==> src/rtl/novacore_cfg_tx.sv <==
`default_nettype none
// ============================================================================
//  Module      : novacore_cfg_tx
//  Description : Configuration-word transmitter with a word FIFO and a slow
//                c_clk strobe. Define NOVACORE_CFG_TX_COUNT_EN to build the
//                words_sent counter; otherwise words_sent is tied to zero.
//  Revision    : 1.0 - initial release
// ============================================================================
module novacore_cfg_tx #(
    parameter int BUS_W = 28,
    parameter int UID_W = 4,
    parameter int DIM_W = 4,
    parameter int HALF  = 4,
    parameter int DEPTH = 4
) (
    input  logic              clk,
    input  logic              rst,
    input  logic              start,
    input  logic              in_valid,
    output logic              in_ready,
    input  logic [BUS_W-1:0]  in_bus,
    input  logic [UID_W-1:0]  in_uid,
    input  logic [DIM_W-1:0]  in_dim,
    input  logic              in_dimswitch,
    input  logic              in_last,
    output logic              mode,
    output logic              c_clk,
    output logic [BUS_W-1:0]  c_bus,
    output logic [UID_W-1:0]  c_uid,
    output logic [DIM_W-1:0]  c_dimension,
    output logic              c_dimswitch,
    output logic              busy,
    output logic              done,
    output logic [15:0]       words_sent
);

    localparam int         AW       = $clog2(DEPTH);
    localparam int         WW       = BUS_W + UID_W + DIM_W + 2;
    localparam logic [7:0] HALF_END = 8'(HALF - 1);

    typedef enum logic [2:0] {
        S_IDLE = 3'd0,
        S_LOAD = 3'd1,
        S_LOW  = 3'd2,
        S_HIGH = 3'd3,
        S_TAIL = 3'd4
    } state_t;

    // ------------------------------------------------------------------ FIFO
    logic [WW-1:0] mem_q [DEPTH];
    logic [AW-1:0] wr_ptr_q, wr_ptr_d, rd_ptr_q, rd_ptr_d;
    logic [AW:0]   count_q, count_d;
    logic          ready_q, ready_d;
    logic          w_push, w_pop, w_empty;
    logic [WW-1:0] w_wdata, w_rdata;

    assign w_push   = in_valid & ready_q;
    assign w_empty  = (count_q == '0);
    assign w_wdata  = {in_dimswitch, in_last, in_dim, in_uid, in_bus};
    assign w_rdata  = mem_q[rd_ptr_q];
    assign in_ready = ready_q;

    always_comb begin
        wr_ptr_d = wr_ptr_q;
        rd_ptr_d = rd_ptr_q;
        count_d  = count_q;
        if (w_push) wr_ptr_d = wr_ptr_q + AW'(1);
        if (w_pop)  rd_ptr_d = rd_ptr_q + AW'(1);
        case ({w_push, w_pop})
            2'b10:   count_d = count_q + (AW+1)'(1);
            2'b01:   count_d = count_q - (AW+1)'(1);
            default: count_d = count_q;
        endcase
        // Ready is registered from the next occupancy, so a pop never
        // opens a slot to a push in the same cycle.
        ready_d = (count_d != (AW+1)'(DEPTH));
    end

    always_ff @(posedge clk) begin
        if (w_push) mem_q[wr_ptr_q] <= w_wdata;
    end

    // ------------------------------------------------------------------- FSM
    state_t           state_q, state_d;
    logic [7:0]       cnt_q, cnt_d;
    logic             mode_q, mode_d, c_clk_q, c_clk_d;
    logic [BUS_W-1:0] c_bus_q, c_bus_d;
    logic [UID_W-1:0] c_uid_q, c_uid_d;
    logic [DIM_W-1:0] c_dim_q, c_dim_d;
    logic             c_dsw_q, c_dsw_d, last_q, last_d;
    logic             busy_q, busy_d, done_q, done_d;
    logic             w_half_end;

    assign w_half_end = (cnt_q == HALF_END);

    always_comb begin
        state_d = state_q;
        cnt_d   = cnt_q;
        mode_d  = mode_q;
        c_clk_d = c_clk_q;
        c_bus_d = c_bus_q;
        c_uid_d = c_uid_q;
        c_dim_d = c_dim_q;
        c_dsw_d = c_dsw_q;
        last_d  = last_q;
        busy_d  = busy_q;
        done_d  = 1'b0;
        w_pop   = 1'b0;
        case (state_q)
            S_IDLE: begin
                if (start) begin
                    state_d = S_LOAD;
                    mode_d  = 1'b1;
                    busy_d  = 1'b1;
                end
            end
            S_LOAD: begin
                if (!w_empty) begin
                    w_pop = 1'b1;
                    {c_dsw_d, last_d, c_dim_d, c_uid_d, c_bus_d} = w_rdata;
                    cnt_d   = '0;
                    state_d = S_LOW;
                end
            end
            S_LOW: begin
                if (w_half_end) begin
                    cnt_d   = '0;
                    c_clk_d = 1'b1;
                    state_d = S_HIGH;
                end else begin
                    cnt_d = cnt_q + 8'd1;
                end
            end
            S_HIGH: begin
                if (w_half_end) begin
                    cnt_d   = '0;
                    c_clk_d = 1'b0;
                    state_d = last_q ? S_TAIL : S_LOAD;
                end else begin
                    cnt_d = cnt_q + 8'd1;
                end
            end
            S_TAIL: begin
                if (w_half_end) begin
                    cnt_d   = '0;
                    mode_d  = 1'b0;
                    busy_d  = 1'b0;
                    done_d  = 1'b1;
                    state_d = S_IDLE;
                end else begin
                    cnt_d = cnt_q + 8'd1;
                end
            end
            default: state_d = S_IDLE;
        endcase
    end

    always_ff @(posedge clk or posedge rst) begin
        if (rst) begin
            wr_ptr_q <= '0;
            rd_ptr_q <= '0;
            count_q  <= '0;
            ready_q  <= 1'b0;
            state_q  <= S_IDLE;
            cnt_q    <= '0;
            mode_q   <= 1'b0;
            c_clk_q  <= 1'b0;
            c_bus_q  <= '0;
            c_uid_q  <= '0;
            c_dim_q  <= '0;
            c_dsw_q  <= 1'b0;
            last_q   <= 1'b0;
            busy_q   <= 1'b0;
            done_q   <= 1'b0;
        end else begin
            wr_ptr_q <= wr_ptr_d;
            rd_ptr_q <= rd_ptr_d;
            count_q  <= count_d;
            ready_q  <= ready_d;
            state_q  <= state_d;
            cnt_q    <= cnt_d;
            mode_q   <= mode_d;
            c_clk_q  <= c_clk_d;
            c_bus_q  <= c_bus_d;
            c_uid_q  <= c_uid_d;
            c_dim_q  <= c_dim_d;
            c_dsw_q  <= c_dsw_d;
            last_q   <= last_d;
            busy_q   <= busy_d;
            done_q   <= done_d;
        end
    end

    assign mode        = mode_q;
    assign c_clk       = c_clk_q;
    assign c_bus       = c_bus_q;
    assign c_uid       = c_uid_q;
    assign c_dimension = c_dim_q;
    assign c_dimswitch = c_dsw_q;
    assign busy        = busy_q;
    assign done        = done_q;

    // ------------------------------------------------------------ word count
`ifdef NOVACORE_CFG_TX_COUNT_EN
    logic [15:0] words_q, words_d;

    always_comb begin
        words_d = words_q;
        if (state_q == S_IDLE && start)
            words_d = '0;
        else if (state_q == S_HIGH && w_half_end && words_q != 16'hFFFF)
            words_d = words_q + 16'd1;
    end

    always_ff @(posedge clk or posedge rst) begin
        if (rst) words_q <= '0;
        else     words_q <= words_d;
    end

    assign words_sent = words_q;
`else
    assign words_sent = '0;
`endif

endmodule
`default_nettype wire
==> config.mk <==
export PLATFORM = sky130hd
export DESIGN_NAME = novacore_cfg_tx
export DESIGN_NICKNAME = d
export VERILOG_FILES = /design/src/rtl/novacore_cfg_tx.sv
export SDC_FILE = /design/constraint.sdc
export NUM_CORES = 1
export LEC_CHECK = 0
export CORE_MARGIN = 1.5
export CORE_UTILIZATION = 50
export CTS_BUF_LIST = sky130_fd_sc_hd__clkbuf_16
export CTS_CLUSTER_DIAMETER = 100
export DETAILED_ROUTE_END_ITERATION = 6
export GPL_TIMING_DRIVEN = 0
export PLACE_DENSITY = 0.76
export SYNTH_ARGS = -nofsm -noshare
export SYNTH_HDL_FRONTEND = slang
export SYNTH_SLANG_ARGS = --single-unit
export TNS_END_PERCENT = 30
==> constraint.sdc <==
create_clock -name clk -period 2.2 [get_ports clk]
set_input_delay 0.44 -clock clk [delete_from_list [all_inputs] [get_ports clk]]
set_output_delay 0.44 -clock clk [all_outputs]
set_load 0.03 [all_outputs]
---- Word level (Yosys, flattened, before mapping) ----
Memories as Yosys holds them, arrays and structs flattened. A register that Yosys moved wholly into a read port is not among the register bits.
Index checks and enable logic that the tools add are counted.
word-level totals
  flip-flop bits (word level) ............. 22
  latch bits .............................. 0
  RAM bits ................................ 152
  memory bits (read-only) ................. 0
  input bits .............................. 42
  memories kept ........................... 1
cells by class
  $add $sub $neg .......................... 5
  $mul .................................... 0
  divide/modulo/power cells ............... 0
  order comparisons ....................... 0
  eq/ne operators ......................... 13
  shift operators ......................... 0
  mux-type cells .......................... 22
  bitwise gates (word level) .............. 2
  reduce and logical (&&, ||, !) cells .... 11
memories
  name   depth  width  rd ports  clocked after Yosys merged registers in  wr ports  line  source
  mem_q  4      38     1         1                                        1         50    logic [WW-1:0] mem_q [DEPTH];
operator list
  kind                                                                    number
  3-bit two-way mux                                                       6
  8-bit two-way mux                                                       2
  8-bit case mux with 2 select lines                                      1
  3-bit case mux with 5 select lines                                      1
  2-bit != test (second input constant)                                   5
  1-bit two-way mux                                                       9
  8-bit by 1-bit adder with 8-bit output (second input constant)          1
  8-bit by 2-bit equality test with 1-bit output (second input constant)  1
  3-bit by 2-bit equality test with 1-bit output (second input constant)  2
  3-bit zero test                                                         2
  3-bit case mux with 2 select lines                                      1
  3-bit AND reduction                                                     2
  2-bit nonzero test                                                      3
  5-bit AND reduction                                                     1
  2-bit by 1-bit adder with 2-bit output (second input constant)          2
  1-bit case mux with 2 select lines                                      2
  2-bit AND reduction                                                     2
  3-bit by 1-bit adder with 3-bit output (second input constant)          1
  3-bit by 1-bit equality test with 1-bit output (second input constant)  1
  3-bit equality test (second input constant)                             1
  3-bit != test (second input constant)                                   1
  3-bit OR reduction                                                      1
  3-bit by 1-bit subtractor with 3-bit output (second input constant)     1
  2-bit by 1-bit equality test with 1-bit output (second input constant)  1
  other kinds (3)                                                         3

---- Depth between registers and ports, before layout ----
  depth in word-level cells ............... 6
  mapped depth ............................ 11
  depth with buffers taken out ............ 10

---- Worst setup path before layout ----
OpenSTA, ideal clock, no wires.
  kind .................................... register -> register
  start point ............................. register state_q[2]
  end point ............................... register ready_q, in the netlist in_ready
  setup time .............................. 124 ps
  arrival time ............................ 2261 ps
  required time ........................... 2076 ps
  setup slack ............................. -185 ps
  cell stages (with the launch flop) ...... 12
  path buffers ............................ 1
  clock period less this slack ............ 2385 ps
  cells stage by stage .................... dfrtp_1 nand2b_1 or3_1 inv_2 buf_2 ha_1 inv_1 fa_1 xor2_1 nor2_1 xor2_1 nand2_1
on the way
  cells in the longest elaborated chain, start to end .. 5
  elaborated cells between the ends (all ways) .. 6
ends and longest elaborated chain
  what                                                                                          line  source
  start, declared                                                                               84    state_t state_q, state_d;
  start signal, assigned                                                                        180   state_q <= state_d;
  3-bit by 1-bit equality test with 1-bit output *                                              109   case (state_q)
  1-bit two-way mux *                                                                           109
  via w_pop                                                                                     54    logic w_push, w_pop, w_empty;
  2-bit by 1-bit equality test with 1-bit output / 2-bit equality test (equally long branches)  69    case ({w_push, w_pop})
  3-bit case mux with 2 select lines *                                                          69
  via count_d[2]                                                                                52    logic [AW:0] count_q, count_d;
  3-bit != test *                                                                               76    ready_d = (count_d != (AW+1)'(DEPTH));
  via ready_d                                                                                   53    logic ready_q, ready_d;
  end signal, assigned                                                                          179   ready_q <= ready_d;
  end, declared                                                                                 53
Mark *: on every way through the listed nets, which the timed path passes. The rest lies on a longest branch.
A chain may end at the register's enable or synchronous reset.

---- Worst setup path in the final report ----
  start point ............................. register state_q[2]
  end point ............................... register ready_q, in the netlist in_ready
on the way
  cells in the longest elaborated chain, start to end .. 5
  elaborated cells between the ends (all ways) .. 6
ends and longest elaborated chain
  what                                                                                          line
  3-bit by 1-bit equality test with 1-bit output *                                              109
  1-bit two-way mux *                                                                           109
  2-bit by 1-bit equality test with 1-bit output / 2-bit equality test (equally long branches)  69
  3-bit case mux with 2 select lines *                                                          69
  via count_d[2]                                                                                52
  3-bit != test *                                                                               76
  via ready_d                                                                                   53
Marks and branches as above.

==> summary.txt <==
Outcome
  – Status: finished, violations left
  – Failing checks: setup timing

Synthesis
  – Register area share after synthesis: about 74%
  – Seq cells post-synth: about 210
  – Synth Warn #: 0
  – Syn Inst Count: 419
  – Synth cell types: 47
  – Syn_area_per_cell: between 15 and 20 µm²
  – Async S/R FF share, synth: roughly 28%
  – EDFF count, synth: 152
  – Most used DFF post-synth: edfxtp_1
  – Mapped cell area: around 0.008 mm²

Worst setup path
  – End of the worst register-to-register path: in_ready$_DFF_PP0_
  – CP startpoint kind: flop
  – CP max FO: 3
  – Worst EP arrival: approximately 2.6 ns
  – Setup crit end kind: flop
  – Critical R2R Launch: state_q[2]$_DFFE_PP0P_
  – FF-to-FF setup slack: -0.07 ns
  – CP Class: reg -> reg
  – CP Data Required Time: between 2 and 3 ns
  – R2r worst-path depth: 10

Placement
  – RD Place Congestion: around 0.8
  – Dpl hpwl: 9550 µm
  – Post-place instance area: between 0.009 and 0.01 mm²
  – Port buffer count: 83
  – Worst slack, placed: -0.188 ns

Detailed routing
  – DRC viols: 0
  – Routed WL: ~15,000 µm
  – Final antenna-violating net count: 0
  – Routed vias: between 4,000 and 5,000
  – Vias/cell: about 5.4
  – TritonRoute pass-1 iters: 5
  – Avg WL per Cell: roughly 20 µm
  – DR iter-0 viols: between 200 and 300

CTS
  – Number of H-tree branching levels: 1
  – # clock sinks: 212
  – Largest buffer count on any clock path: 3
  – CTS tree: yes
  – Register clock-pin slew on the reported worst setup and hold paths: about 0.06 ns
  – Root buffer cell: clkbuf_16
  – CTS Hold Bufs: 0
  – Worst skew pair latency: approximately 0.49 ns
  – CTS Buf Count: 22

Layout
  – Ant diodes: 0
  – Area growth syn-to-layout: 24.4%
  – Area of the multi-input gates: approximately 0.002 mm²
  – Final net count: 600
  – Layout cells sized above 1: 21.9%
  – Fill cells: between 1,000 and 1,500
  – Fin area: about 0.010 mm²
  – Sequential Area: 0.00607 mm²

STA
  – Final setup vio count: 1
  – Worst-margin pin slew: a little over 0.8 ns
  – Min Tclk post-route: between 2 and 2.5 ns
  – RSZ-0062 raised after global routing: yes
  – Final WS setup: -0.0660 ns
  – Setup TNS: -0.0660 ns
  – Period utilisation layout: 103%
  – Final Max Tran Viols: 0
  – Clock Skew: around 0.0088 ns
  – Fin. Hold Viols: 0
  – Max-slew headroom: a little under half
  – Fmax achieved: about 440 MHz

Min path
  – Min-delay worst type: in -> async

Power and ir drop
  – PD cells: 1380 mW/mm²
  – Clock Power Share: ~24%
  – Pleak: around 3.7 nW
  – Sw frac: between 30% and 40%
  – Peak supply drop: just under 800 µV
  – Sw power: around 0.0045 W
  – Pint: between 0.009 and 0.01 W
  – Sequential Power Share: 41.4%
  – Combinational Power Share: between 30% and 40%

Job
  – Max-cap check violation count: 0

Die
  – Rows: 46
  – Initial core utilization: about 50%
  – Chip height: 131 µm
  – CORE AREA: between 0.015 and 0.02 mm²
  – Die Wd: about 130 µm
  – IO Pins: 100
  – Die outline area: 0.0172 mm²

GRT
  – First-pass GRT wire length: between 20,000 and 25,000 µm
  – Global routing usage on met1: 23.8%
  – Met3 Use GR: 4.17%
  – Met2 Track Usage GR: between 30% and 40%
  – Vias in the first global route: 4,403
  – Initial antenna violation count: 0
  – Global route hottest layer: met2
  – GR Util All Layers: a little under a fifth
  – Overflow after GRT: 0
  – Largest net degree at the start of global routing: 61
layer usage:
| layer | part of all wire [%] | up-vias |
|---|---|---|
| met4 | 2.1 | 0 |
| met2 | 50 | 145 |
| met5 | 0 | - |
| met1 | 42 | 2146 |
| met3 | 5.8 | 33 |
| li1 | - | 1871 |
sequential cells by signal, summed over array words and instances, names as in the netlist:
| register | cells |
|---|---|
| mem_q | 152 |
| count_q | 3 |
| c_uid | 4 |
| rd_ptr_q | 2 |
| state_q | 3 |
| done | 1 |
| c_dimswitch | 1 |
| c_bus | 28 |
| cnt_q | 8 |
| busy | 1 |
| in_ready | 1 |
| c_clk | 1 |
| last_q | 1 |
| c_dimension | 4 |
| wr_ptr_q | 2 |
through the flow:
stage / power [W] / instances / util, % / hold slack, ns
6_report: 0.0141 / 783 / 64.0 / 0.473
3_3_place_gp: 0.0105 / 733 / 58.9 / 0.470
4_1_cts: 0.0142 / 778 / 63.8 / 0.488
5_1_grt: 0.0148 / 783 / 64.0 / 0.505
3_5_place_dp: 0.0107 / 737 / 59.4 / 0.475
2_1_floorplan: 0.00899 / 434 / - / 0.458
critical path, stage by stage (launching register included):
cell	delay, ns
dfrtp_1	0.39
nand2b_4	0.16
or3_4	0.43
inv_4	0.10
ha_4	0.13
inv_2	0.04
fa_2	0.38
xor2_1	0.14
nor2_1	0.13
xor2_1	0.18
nand2_1	0.07
cell usage after synthesis, types with 2 or more instances:
master / count / share of area, %
ha_1: 6 / 0.91
nand4_1: 2 / 0.15
a21oi_1: 7 / 0.43
buf_4: 17 / 1.6
mux2i_1: 2 / 0.24
o21ai_1: 8 / 0.49
clkbuf_1: 6 / 0.27
nand2_1: 8 / 0.36
xnor2_1: 5 / 0.53
dfrtp_1: 60 / 18
or3_1: 4 / 0.30
xor2_1: 2 / 0.21
buf_6: 2 / 0.27
o31ai_1: 3 / 0.27
nand3_1: 4 / 0.24
buf_2: 9 / 0.55
mux2_1: 38 / 5.2
edfxtp_1: 152 / 55
and3_1: 4 / 0.30
inv_1: 10 / 0.46
nor2_1: 7 / 0.32
mux4_2: 38 / 10
cells in the final DEF (no fill, tap or decap), types with 2 or more instances in the layout:
master	count
inv_1	14
buf_12	4
conb_1	16
clkinv_1	5
clkinv_2	4
clkdlybuf4s50_1	83
buf_2	8
inv_4	2
xor2_1	2
dfrtp_1	60
nor2_1	7
ha_1	5
buf_6	2
clkbuf_16	23
or3_1	3
edfxtp_1	152
mux2_1	38
mux4_2	38
nand3_1	4
o31ai_1	3
buf_4	24
nand2_1	8
clkbuf_1	5
and3_2	4
xnor2_1	5
nand4_1	2
o21ai_1	8
a21oi_1	7
mux2i_1	2
kinds of logic after synthesis:
group	share of synthesized area, %
DFF	73.7
muxes	16.0
buffers and inverters	3.15
and+or+nand+nor	3.21
AOI/OAI and AO/OA	2.02
adders and majority gates	1.16
xor gates and xnor gates	0.745
other	0.0456
how the worst max path moves through the flow:
stage                           start  cells past startpoint  slack (ns)              endpoint
3_3_place_gp                      rst                      2       -1.14  c_bus[8]$_DFFE_PP0P_
6_report       state_q[2]$_DFFE_PP0P_                     10       -0.07    in_ready$_DFF_PP0_
5_1_grt        state_q[2]$_DFFE_PP0P_                     10       -0.16    in_ready$_DFF_PP0_
2_1_floorplan  state_q[2]$_DFFE_PP0P_                     11        0.04    in_ready$_DFF_PP0_
3_5_place_dp   state_q[2]$_DFFE_PP0P_                     11       -0.19    in_ready$_DFF_PP0_
4_1_cts        state_q[2]$_DFFE_PP0P_                     11       -0.08    in_ready$_DFF_PP0_
power by group through the flow:
stage / clock network (W) / registers (W) / logic [W]
after floorplan: 0 / 0.00653 / 0.00245
after global placement: 0 / 0.00589 / 0.00457
after detailed placement: 0 / 0.00591 / 0.00481
after CTS: 0.00351 / 0.00586 / 0.00486
after global routing: 0.00367 / 0.00595 / 0.00517
final: 0.00343 / 0.00585 / 0.00483
repair_timing:
item                                    in CTS  in global routing
endpoints found under the setup margin      13                  9
resized for setup                            4                  1
pin swaps                                    1                  4
gates cloned                                 0                  0
setup buffers                                1                  6
layout make-up:
class / count / area share (%)
flip-flops and latches: 212 / 59.3
multi-input cells: 177 / 19.5
repair buffers: 94 / 9.41
clock buffers: 23 / 5.62
well taps: 216 / 2.64
plain buffers: 33 / 2.09
clock inverters: 17 / 0.966
inverters: 11 / 0.452
No activity file was read; power rests on OpenSTA's default activity.
